## config.mk

```make
export PLATFORM = sky130hd
export DESIGN_NAME = gate_truth_sequencer
export DESIGN_NICKNAME = d
export VERILOG_FILES = /design/src/rtl/gate_truth_sequencer_pkg.sv /design/src/rtl/seq_settle_counter.sv /design/src/rtl/gate_truth_sequencer.sv
export SDC_FILE = /design/constraint.sdc
export NUM_CORES = 1
export LEC_CHECK = 0
export BUFFER_PORTS_ARGS = -buffer_cell sky130_fd_sc_hd__buf_2
export CAP_MARGIN = 20
export CORE_MARGIN = 3
export CORE_UTILIZATION = 45
export CTS_CLUSTER_SIZE = 10
export DETAILED_ROUTE_END_ITERATION = 8
export GPL_TIMING_DRIVEN = 0
export PLACE_DENSITY = 0.83
export SLEW_MARGIN = 20
export SYNTH_ARGS = -nofsm -noshare
export SYNTH_HDL_FRONTEND = slang
export SYNTH_SLANG_ARGS = --single-unit
```

## constraint.sdc

```tcl
create_clock -name i_clk -period 1.7 [get_ports i_clk]
set_input_delay 0.17 -clock i_clk [delete_from_list [all_inputs] [get_ports i_clk]]
set_output_delay 0.17 -clock i_clk [all_outputs]
set_load 0.02 [all_outputs]
```

## src/rtl/gate_truth_sequencer_pkg.sv

```systemverilog
// Shared state encodings and sizing helper for the gate truth-table sequencer.
package gate_truth_sequencer_pkg;

    typedef enum logic [1:0] {
        ST_IDLE = 2'd0,
        ST_WAIT = 2'd1,
        ST_FIN  = 2'd2
    } state_t;

    // Width of the settle down-counter; at least one bit so SETTLE=0 still builds.
    function automatic int settle_cnt_w(input int settle);
        return (settle < 2) ? 1 : $clog2(settle + 1);
    endfunction

endpackage

```

## src/rtl/seq_settle_counter.sv

```systemverilog
// Loadable down-counter that stops at zero; ZERO flags the end of a settle window.
module seq_settle_counter #(
    parameter int W = 1
) (
    input  logic         i_clk,
    input  logic         i_rst_n,
    input  logic         i_load,
    input  logic [W-1:0] i_load_val,
    output logic         o_zero
);

    logic [W-1:0] r_cnt;

    always_ff @(posedge i_clk or negedge i_rst_n) begin
        if (!i_rst_n) begin
            r_cnt <= '0;
        end else if (i_load) begin
            r_cnt <= i_load_val;
        end else if (r_cnt != '0) begin
            r_cnt <= r_cnt - 1'b1;
        end
    end

    assign o_zero = (r_cnt == '0);

endmodule

```

## src/rtl/gate_truth_sequencer.sv

```systemverilog
// Sweeps a gate through all input vectors and checks it against a truth table.
// Optional macro GATE_SEQ_STOP_ON_FAIL_EN: end the sweep at the first mismatch.
module gate_truth_sequencer
    import gate_truth_sequencer_pkg::*;
#(
    parameter int                    N_IN   = 2,
    parameter logic [(1<<N_IN)-1:0]  EXPECT = 4'b1000,
    parameter int                    SETTLE = 1
) (
    input  logic            i_clk,
    input  logic            i_rst_n,
    input  logic            i_start,
    input  logic            i_abort,
    input  logic            i_gate_y,
    output logic [N_IN-1:0] o_vec,
    output logic            o_busy,
    output logic            o_done,
    output logic            o_pass,
    output logic [N_IN:0]   o_err_cnt,
    output logic [N_IN-1:0] o_first_fail
);

    localparam int            CW       = settle_cnt_w(SETTLE);
    localparam logic [CW-1:0] SETTLE_V = CW'(SETTLE);
    localparam logic [N_IN:0] ERR_MAX  = {1'b1, {N_IN{1'b0}}};

    state_t          r_state, w_state_nxt;
    logic [N_IN-1:0] r_vec, w_vec_nxt;
    logic [N_IN:0]   r_err, w_err_nxt;
    logic [N_IN-1:0] r_ff, w_ff_nxt;
    logic            r_pass, w_pass_nxt;
    logic            r_busy, r_done;
    logic            w_load, w_zero, w_mis;

    seq_settle_counter #(.W(CW)) u_settle (
        .i_clk      (i_clk),
        .i_rst_n    (i_rst_n),
        .i_load     (w_load),
        .i_load_val (SETTLE_V),
        .o_zero     (w_zero)
    );

    assign w_mis = (i_gate_y != EXPECT[r_vec]);

    always_ff @(posedge i_clk or negedge i_rst_n) begin
        if (!i_rst_n) begin
            r_state <= ST_IDLE;
            r_vec   <= '0;
            r_err   <= '0;
            r_ff    <= '0;
            r_pass  <= 1'b0;
            r_busy  <= 1'b0;
            r_done  <= 1'b0;
        end else begin
            r_state <= w_state_nxt;
            r_vec   <= w_vec_nxt;
            r_err   <= w_err_nxt;
            r_ff    <= w_ff_nxt;
            r_pass  <= w_pass_nxt;
            r_busy  <= (w_state_nxt != ST_IDLE);
            r_done  <= (w_state_nxt == ST_FIN);
        end
    end

    always_comb begin
        w_state_nxt = r_state;
        w_vec_nxt   = r_vec;
        w_err_nxt   = r_err;
        w_ff_nxt    = r_ff;
        w_pass_nxt  = r_pass;
        w_load      = 1'b0;
        case (r_state)
            ST_IDLE: begin
                if (i_start && !i_abort) begin
                    w_state_nxt = ST_WAIT;
                    w_vec_nxt   = '0;
                    w_err_nxt   = '0;
                    w_ff_nxt    = '0;
                    w_pass_nxt  = 1'b0;
                    w_load      = 1'b1;
                end
            end
            ST_WAIT: begin
                if (i_abort) begin
                    w_state_nxt = ST_IDLE;
                    w_vec_nxt   = '0;
                    w_pass_nxt  = 1'b0;
                end else if (w_zero) begin
                    if (w_mis) begin
                        if (r_err != ERR_MAX) w_err_nxt = r_err + 1'b1;
                        if (r_err == '0)      w_ff_nxt  = r_vec;
                    end
`ifdef GATE_SEQ_STOP_ON_FAIL_EN
                    if (w_mis || (&r_vec)) begin
                        w_state_nxt = ST_FIN;
                    end else begin
                        w_vec_nxt = r_vec + 1'b1;
                        w_load    = 1'b1;
                    end
`else
                    if (&r_vec) begin
                        w_state_nxt = ST_FIN;
                    end else begin
                        w_vec_nxt = r_vec + 1'b1;
                        w_load    = 1'b1;
                    end
`endif
                end
            end
            ST_FIN: begin
                w_state_nxt = ST_IDLE;
                if (i_abort) begin
                    w_vec_nxt  = '0;
                    w_pass_nxt = 1'b0;
                end else begin
                    w_pass_nxt = (r_err == '0);
                end
            end
            default: w_state_nxt = ST_IDLE;
        endcase
    end

    assign o_vec        = r_vec;
    assign o_busy       = r_busy;
    assign o_done       = r_done;
    assign o_pass       = r_pass;
    assign o_err_cnt    = r_err;
    assign o_first_fail = r_ff;

endmodule
```

* Yosys cells after proc, flatten, opt, wreduce, memory -nomap -nowiden *
Cells that the tools add are included.

cells by class
  reductions and logical operators = 12
  multipliers = 0
  order comparisons = 1
  div/mod/pow operators = 0
  shifts and indexed selects = 0
  add/sub/neg operators = 3
  equality and inequality tests = 15
  muxes and demuxes = 35
  bitwise logic cells = 0

operator list
  kind                   number
  $mux W2                13
  $ne A2 B2 Y1 const B   8
  $mux W3                5
  $reduce_and A6 Y1      2
  $mux W1                10
  $ne A3 B3 Y1 const B   3
  $pmux W2 S2            2
  $pmux W2 S3            1
  $pmux W3 S2            1
  $reduce_and A5 Y1      1
  $eq A2 B2 Y1 const B   2
  $reduce_bool A2 Y1     2
  $add A3 B1 Y3 const B  1
  $logic_not A3 Y1       1
  $lt A2 B3 Y1 const B   1
  $pmux W1 S3            1
  $reduce_and A3 Y1      1
  $reduce_bool A3 Y1     1
  $add A2 B1 Y2 const B  1
  $bmux W1 S2            1
  $eq A2 B1 Y1 const B   1
  $logic_not A2 Y1       1
  $pmux W1 S2            1
  $reduce_and A2 Y1      1
  4 further kinds        4

word-level totals
  bits in read-only memories = 0
  register bits after elaboration = 13
  logic and storage cells = 74
  bits in latches = 0
  output and inout port bits = 10
  memories kept = 0
  RAM bits = 0

* Depth between registers and ports, before layout *
Gate-level depths: netlist of the first run.

  word-level depth = 7
  depth in mapped cells = 6
  depth with buffers taken out = 6

* Modules after synthesis *
Synthesis of the first run repeated with hierarchy kept, for this count alone.

second synthesis, totals
  cell total of the unflattened synthesis = 78
  area total of the unflattened synthesis = 788.3 um^2

modules (own cells, without submodules)
  module                cells each  times used  area an instance (um^2)
  gate_truth_sequencer  75          1           753.2
  seq_settle_counter    3           1           35.0

* Worst setup path before layout of the first run *
OpenSTA, ideal clock, no wires.

  path type = flip-flop to flip-flop
  from = register r_vec[0] (netlist: o_vec[0])
  to = register r_ff[0] (netlist: o_first_fail[0])
  setup time = 0.122 ns
  setup slack = -0.073 ns
  stages on the path, launching flop included = 6
  arrival = 1.651 ns
  buffers on the path = 0
  path through = dfrtp_1 > ha_1 > xnor2_1 > a2111oi_4 > nand2_1 > a32o_1

between the ends
  longest elaborated chain between the ends = 5

RTL lines
  item                                                               RTL line                                                source
  start, declared                                                    gate_truth_sequencer.sv:28                              logic [N_IN-1:0] r_vec, w_vec_nxt;
  start signal, assigned                                             gate_truth_sequencer.sv:56                              r_vec <= w_vec_nxt;
  $bmux W1 S2 or $mux W2 (tied branches)                             gate_truth_sequencer.sv:43, gate_truth_sequencer.sv:91
  $mux W1 (implied by the code) or $mux W2 (tied branches)           gate_truth_sequencer.sv:43, gate_truth_sequencer.sv:89
  $ne A1 B1 Y1 or $mux W2 (tied branches)                            gate_truth_sequencer.sv:43, gate_truth_sequencer.sv:88
  $ne A2 B2 Y1 (no source line) or $mux W2 (tied branches)           -
  $reduce_and A6 Y1 (no source line) or $pmux W2 S2 (tied branches)  -
  end signal, assigned                                               gate_truth_sequencer.sv:58                              r_ff <= w_ff_nxt;
  end, declared                                                      gate_truth_sequencer.sv:30                              logic [N_IN-1:0] r_ff, w_ff_nxt;

Parallel ways exist; a longest one is shown, timed or not. The select of a mux whose other input is x is not followed.
A chain may end at the register's enable or synchronous reset.

* Worst setup path after layout of the first run *
  from = register r_vec[0] (netlist: o_vec[0])
  to = register r_ff[1] (netlist: o_first_fail[1])

between the ends
  longest elaborated chain between the ends = 5

RTL lines
  item                                RTL line                    source
  $bmux W1 S2                         gate_truth_sequencer.sv:43  assign w_mis = (i_gate_y != EXPECT[r_vec]);
  $mux W1 (implied by the code)       gate_truth_sequencer.sv:43
  $ne A1 B1 Y1                        gate_truth_sequencer.sv:43
  $ne A2 B2 Y1 (no source line)       -
  $reduce_and A6 Y1 (no source line)  -

Every way passes these cells. The select of a mux whose other input is x is not followed.

==> flow_summary.rst, run 1 <==
.. list-table::
   :header-rows: 1

   * - Metric
     - Value
   * - H-tree level count
     - 1
   * - Pin count of the biggest net entering global routing
     - 14
   * - Top cell type's share of synthesized area
     - 46.6%
   * - Total leakage power
     - 0.427 nW
   * - Arr. time, crit path
     - 1.80 ns
   * - Final Cycle Share
     - 95.8%
   * - Max frequency
     - 0.614 GHz
   * - Sequential area share after synthesis
     - 46.6%
   * - Most frequent cells in the layout
     - sky130_fd_sc_hd__buf_2 (16), sky130_fd_sc_hd__dfrtp_1 (12), sky130_fd_sc_hd__inv_1 (5)
   * - Clock skew
     - 0.00198 ns
   * - End of the worst register-to-register path
     - o_first_fail[1]$_DFFE_PN0P_
   * - Cell depth of the worst min-delay path
     - 3
   * - Ys flop type
     - sky130_fd_sc_hd__dfrtp_1
   * - Endpoint type of the worst setup path
     - flip-flop
   * - Count of nets after finishing
     - 95
   * - Area leader, netlist
     - sky130_fd_sc_hd__dfrtp_1
   * - Worst Setup Start Kind
     - flip-flop
   * - Async SR Flop Fraction
     - 100%
   * - Max IR drop VDD
     - 0.507 mV
   * - Root Driver
     - sky130_fd_sc_hd__clkbuf_4
   * - N_diodes
     - 0
   * - Number of antenna violations at the first check in global routing
     - 0
   * - Die width
     - 45.4 um
   * - Mean post-synth cell area
     - 10.9 um2
   * - DP HPWL
     - 1.06 mm
   * - First-iteration detailed-routing DRC count
     - 19
   * - Combinational group share of total power
     - 33.5%
   * - Final number of hold-violating endpoints
     - 0
   * - I/O pin cnt
     - 15
   * - Largest driver fanout on the critical path
     - 5
   * - Post-synthesis register bit count
     - 13
   * - Global-route congestion overflow total
     - 0
   * - Transition time of the tightest slew-check pin
     - 0.525 ns
   * - Hold Path Origin
     - i_start
   * - Clock tree from TritonCTS
     - yes
   * - Outcome
     - finished clean
   * - Max Buffers Root-to-Sink
     - 2
   * - Reg2Reg Launch Point
     - o_vec[0]$_DFFE_PN0P_
   * - Gate count of the mapped netlist
     - 64
   * - Register-to-register setup slack
     - 0.07 ns
   * - Per-cell routed wire length
     - 14.3 um
   * - Count of flip-flops with a built-in enable after synthesis
     - 0
   * - Max transition margin
     - 65.0%
   * - Count of max-cap constraint violations
     - 0
   * - Final Instance Area
     - 878 um2
   * - Number of vias after detailed routing
     - 598
   * - DIE HEIGHT
     - 45.4 um
   * - Final setup viols
     - 0
   * - Share of total power consumed by net switching
     - 34.5%
   * - Start-to-end type of the worst setup path
     - reg2reg
   * - Starting utilization of the core area
     - 50.5%
   * - Latest clock arrival within the worst-skew pair
     - 0.27 ns
   * - Number of nets with antenna violations after detailed routing
     - 0
   * - Portion of total power attributed to the clock network
     - 22.0%
   * - Share of total power in sequential cells
     - 44.5%
   * - First-pass GRT wire length
     - 2.48 mm
   * - Number of global-route vias before repair
     - 560
   * - Router iterations before antenna repair
     - 4
   * - Share of cells above drive strength 1
     - 32.6%
   * - Global placement routability congestion
     - 0.773
   * - TritonCTS buffer count
     - 3
   * - Number of port buffers
     - 14
   * - Net switching power figure
     - 292 uW
   * - Synthesis warning total
     - 0
   * - Setup slack at placement
     - -0.107 ns
   * - Number of distinct library cell variants in the gate-level netlist after synthesis
     - 30
   * - Pwr Density
     - 962 nW/um2
   * - Post-layout min period
     - 1.63 ns
   * - Final max-slew violation count
     - 0
   * - Smallest setup slack after layout
     - 0.0707 ns
   * - Hold Path Class
     - in2reg
   * - Synthesized net count
     - 72
   * - Global routing usage summed across all routing layers
     - 17.0%
   * - Routed wire length
     - 1.44 mm
   * - Synth Cell Area
     - 698 um2
   * - Most frequent standard cell in the layout excluding fill and tap cells
     - sky130_fd_sc_hd__buf_2
   * - Sink of the worst hold path
     - u_settle.r_cnt$_DFF_PN0_
   * - Cell-internal power
     - 554 uW
   * - RSZ-0062 raised after global routing
     - yes
   * - Remaining design rule violation count
     - 0
   * - # rows
     - 13
   * - Worst path required time
     - 1.87 ns
   * - Area contributors post-synth
     - sky130_fd_sc_hd__dfrtp_1 (47%), sky130_fd_sc_hd__ha_1 (5.4%), sky130_fd_sc_hd__a32o_1 (4.3%)
   * - Vias per inst
     - 5.92
   * - Number of sinks on the clock net
     - 13
   * - Clock transition at the register clock pins on the worst setup and hold paths after CTS
     - 0.07 ns
   * - Placed instance area
     - 788 um2
   * - Worst Reg-to-Reg Cells
     - 5
   * - Total die area
     - 2060 um2
   * - Signed area change from the synthesized netlist to the final layout
     - 25.8%
   * - Standard cell core area
     - 1380 um2
## Yosys cell counts (2+ instances only)
cell type and instances:
sky130_fd_sc_hd__ha_1 3, sky130_fd_sc_hd__nor3_1 3, sky130_fd_sc_hd__mux2_2 2, sky130_fd_sc_hd__inv_1 5, sky130_fd_sc_hd__nor2_1 3, sky130_fd_sc_hd__o21a_1 2
sky130_fd_sc_hd__nor4b_1 2, sky130_fd_sc_hd__dfrtp_1 13, sky130_fd_sc_hd__a21oi_1 4, sky130_fd_sc_hd__a32o_1 3, sky130_fd_sc_hd__buf_2 2, sky130_fd_sc_hd__a22o_1 2
sky130_fd_sc_hd__nand2b_1 3
## critical path, cell delays in order, from the launching register on
cell                        delay, ns
sky130_fd_sc_hd__dfrtp_2         0.43
sky130_fd_sc_hd__ha_4            0.19
sky130_fd_sc_hd__xnor2_4         0.13
sky130_fd_sc_hd__a2111oi_4       0.42
sky130_fd_sc_hd__nand2_1         0.14
sky130_fd_sc_hd__a32o_1          0.21
## cell families (layout without fill, tap and decap cells)
family | Yosys count | in the layout | synth area share, %
adders and majority gates | 3 | 3 | 5.38
buffers and inverters | 8 | 30 | 4.66
muxes | 2 | 2 | 3.23
DFF | 13 | 13 | 46.6
xor gates and xnor gates | 2 | 2 | 2.51
and+or+nand+nor | 17 | 17 | 14.2
AOI/OAI and AO/OA | 19 | 19 | 23.5
## through the flow
stage	hold slack, ns	power [mW]	std cells	utilization, %	TNS (ns)
after floorplan	-0.126	0.558	64	-	0
after global placement	0.0713	0.625	93	57.0	-0.175
after detailed placement	0.0716	0.641	93	57.0	-0.368
after CTS	0.244	0.852	101	63.5	-0.000385
after global routing	0.278	0.907	101	63.5	-0.0743
final	0.256	0.845	101	63.5	0
## power by group through the flow
stage	clock, mW	combinational (mW)	sequential, mW
after floorplan	0	0.143	0.415
after global placement	0	0.246	0.379
after detailed placement	0	0.258	0.383
after CTS	0.195	0.281	0.376
after global routing	0.210	0.314	0.383
final	0.186	0.283	0.376
## sequential cells by signal (all words and copies together), names as in the netlist
register / flops
r_state: 2
o_pass: 1
o_vec: 2
o_busy: 1
u_settle.r_cnt: 1
o_err_cnt: 3
o_first_fail: 2
o_done: 1
## repair_timing
action	in CTS	in global routing
resized for setup	4	0
endpoints found under the hold margin	13	0
hold buffers	1	0
pin swaps	5	2
setup endpoints to repair	4	4
setup buffers	3	0
## per-layer routing
layer | global-route usage [%] | wire (um) | vias up
met2 | 24.2 | 720 | 21
met5 | 0 | 0 | -
met3 | 3.95 | 98 | 2
met4 | 9.36 | 14 | 0
met1 | 23.5 | 608 | 291
li1 | - | - | 284
## layout make-up
class                   count  area [um2]
flip-flops and latches     13         327
repair buffers             18         103
clock buffers               4        26.3
inverters                   5        18.8
well taps                  15        18.8
multi-input cells          43         372
plain buffers               3        13.8
fillers                   100         504
## how the worst max path moves through the flow
| stage | startpoint | to | slack, ns | cells after the start |
|---|---|---|---|---|
| final | o_vec[0]$_DFFE_PN0P_ | o_first_fail[1]$_DFFE_PN0P_ | 0.07 | 5 |
| after global routing | o_vec[0]$_DFFE_PN0P_ | o_first_fail[0]$_DFFE_PN0P_ | -0.05 | 5 |
| after CTS | o_vec[0]$_DFFE_PN0P_ | o_first_fail[1]$_DFFE_PN0P_ | -0.0004 | 5 |
| after detailed placement | o_vec[0]$_DFFE_PN0P_ | o_first_fail[1]$_DFFE_PN0P_ | -0.11 | 5 |
| after global placement | o_vec[0]$_DFFE_PN0P_ | o_first_fail[0]$_DFFE_PN0P_ | -0.05 | 5 |
| after floorplan | o_vec[1]$_DFFE_PN0P_ | o_first_fail[0]$_DFFE_PN0P_ | 0.004 | 5 |
No activity file was read; power rests on OpenSTA's default activity.
==> inputs of run 2 (changes only) <==
- CORE_MARGIN: 3 -> 2
==> flow_summary.rst, run 2 (synthesized netlist as in run 1, its figures left out) <==
.. list-table::
   :header-rows: 1

   * - Metric
     - Value
   * - Setup tns final
     - 0 ns
   * - Per-cell routed wire length
     - 14.0 um
   * - Max IR drop VDD
     - 0.498 mV
   * - Crit path buf inv count
     - 1
   * - Pwr Density
     - 953 nW/um2
   * - Global routing usage summed across all routing layers
     - 17.8%
   * - Latest clock arrival within the worst-skew pair
     - 0.28 ns
   * - Vias per inst
     - 5.93
   * - Largest driver fanout on the critical path
     - 5
   * - Number of port buffers
     - 14
   * - Router iterations before antenna repair
     - 4
   * - Max reg flops
     - 3
   * - Total leakage power
     - 0.438 nW
   * - I/O pin cnt
     - 15
   * - Clock transition at the register clock pins on the worst setup and hold paths after CTS
     - 0.08 ns
   * - Post-layout min period
     - 1.62 ns
   * - Final Cycle Share
     - 95.4%
   * - Final hold slack
     - 0.232 ns
   * - Share of cells above drive strength 1
     - 35.6%
   * - Hold Path Class
     - in2reg
   * - Pin count of the biggest net entering global routing
     - 14
   * - Clock tree from TritonCTS
     - yes
   * - Standard cell core area
     - 1470 um2
   * - Number of global-route vias before repair
     - 554
   * - Routed wire length
     - 1.44 mm
   * - TritonCTS buffer count
     - 3
   * - Global-route congestion overflow total
     - 0
   * - Max transition margin
     - 65.9%
   * - Final max-slew violation count
     - 0
   * - Number of vias after detailed routing
     - 611
   * - Starting utilization of the core area
     - 47.4%
   * - Signed area change from the synthesized netlist to the final layout
     - 28.9%
   * - Remaining design rule violation count
     - 0
   * - # rows
     - 14
   * - Count of max-cap constraint violations
     - 0
   * - Number of nets with antenna violations after detailed routing
     - 0
   * - Die width
     - 43.4 um
   * - DP HPWL
     - 1.03 mm
   * - DIE HEIGHT
     - 43.4 um
   * - Outcome
     - finished clean
   * - N_diodes
     - 0
   * - Final setup viols
     - 0
   * - Worst path max stage delay
     - 0.42 ns
   * - Max Buffers Root-to-Sink
     - 2
   * - First-iteration detailed-routing DRC count
     - 16
   * - Clock skew
     - 0.00112 ns
   * - Transition time of the tightest slew-check pin
     - 0.511 ns
   * - First-pass GRT wire length
     - 2.42 mm
   * - Number of sinks on the clock net
     - 13
   * - Global placement routability congestion
     - 0.786
   * - Worst-path cell with the longest stage delay
     - sky130_fd_sc_hd__dfrtp_1
   * - Most frequent standard cell in the layout excluding fill and tap cells
     - sky130_fd_sc_hd__buf_2
   * - Number of antenna violations at the first check in global routing
     - 0
   * - Endpoint type of the worst setup path
     - flip-flop
   * - Arr. time, crit path
     - 1.79 ns
   * - H-tree level count
     - 1
   * - Cell breakdown of the critical path
     - ha_4 > xnor2_4 > a2111oi_4 > buf_4 > nand2_1 > a32o_1
   * - Start-to-end type of the worst setup path
     - reg2reg
   * - Final number of hold-violating endpoints
     - 0
   * - Worst path required time
     - 1.87 ns
   * - Root Driver
     - sky130_fd_sc_hd__clkbuf_4
   * - Max frequency
     - 0.617 GHz
   * - Worst Setup Start Kind
     - flip-flop
   * - Most frequent cells in the layout
     - sky130_fd_sc_hd__buf_2 (16), sky130_fd_sc_hd__dfrtp_1 (12), sky130_fd_sc_hd__inv_1 (5)
   * - CP top delay family
     - compound AO/OA/AOI/OAI gates
   * - Total die area
     - 1880 um2
   * - Filler cells
     - 130
   * - Count of nets after finishing
     - 96
[run 2: cell types whose count changed in the layout (fill, tap and decap cells not counted)]
cell,delta
sky130_fd_sc_hd__a32oi_1,-1
sky130_fd_sc_hd__a32oi_2,+1
sky130_fd_sc_hd__buf_4,+1
sky130_fd_sc_hd__nor3b_1,-1
sky130_fd_sc_hd__nor3b_2,+1
[run 2: power by group]
group	switching (mW)	internal, mW	total [mW]
registers	0.0326	0.343	0.376
logic	0.166	0.123	0.289
clock network	0.102	0.0912	0.193
[run 2: final cells by class]
type	count	area (um2)	share of cell area (%)
multi-input combinational	43	384	42.7
sequential	13	327	36.3
timing repair buffer	19	110	12.2
clock buffer	4	26.3	2.92
tap	16	20.0	2.23
inverter	5	18.8	2.09
buffer	3	13.8	1.53
[run 2: per-layer routing]
layer  vias up  share of wire (%)  track usage (%)
met1       304                 45             24.3
met3         5                3.2             2.50
met2        14                 49             26.0
li1        288                  -                -
met5         -                  0                0
met4         0                3.3             12.7
[run 2: through the flow]
stage	power (mW)	cells	utilization [%]	cell area, um2	setup WS, ns
final	0.857	103	61.1	900	0.0780
after global routing	0.911	103	61.1	900	-0.000347
after CTS	0.844	102	59.8	880	-0.00566
after detailed placement	0.634	94	53.7	790	-0.0898
after global placement	0.624	94	53.7	790	-0.0533
after floorplan	0.558	64	-	699	0.00432
[run 2: timing repair]
action | 4_1_cts | 5_1_grt
setup buffers | 3 | 1
gates resized for setup | 4 | 2
pin swaps | 5 | 1
endpoints found under the hold margin | 13 | 0
hold buffers | 1 | 0
endpoints found under the setup margin | 4 | 5
[run 2: final timing paths]
kind                                        startpoint                     endpoint  slack, ns  cells after the start
hold reg to reg            o_first_fail[0]$_DFFE_PN0P_  o_first_fail[0]$_DFFE_PN0P_       0.51                      1
min in group asynchronous                      i_rst_n         o_vec[1]$_DFFE_PN0P_       0.30                      2
setup / recovery                  o_vec[1]$_DFFE_PN0P_  o_first_fail[0]$_DFFE_PN0P_       0.08                      6
hold / removal                                 i_start     u_settle.r_cnt$_DFF_PN0_       0.23                      3
setup reg to reg                  o_vec[1]$_DFFE_PN0P_  o_first_fail[0]$_DFFE_PN0P_       0.08                      6
max in group asynchronous                      i_rst_n         o_vec[0]$_DFFE_PN0P_       1.17                      2
[run 2: tightest hold or removal path, cell delays in order]
cell and delay [ns]:
sky130_fd_sc_hd__buf_2 0.12, sky130_fd_sc_hd__a21oi_1 0.14, sky130_fd_sc_hd__nor3_1 0.05
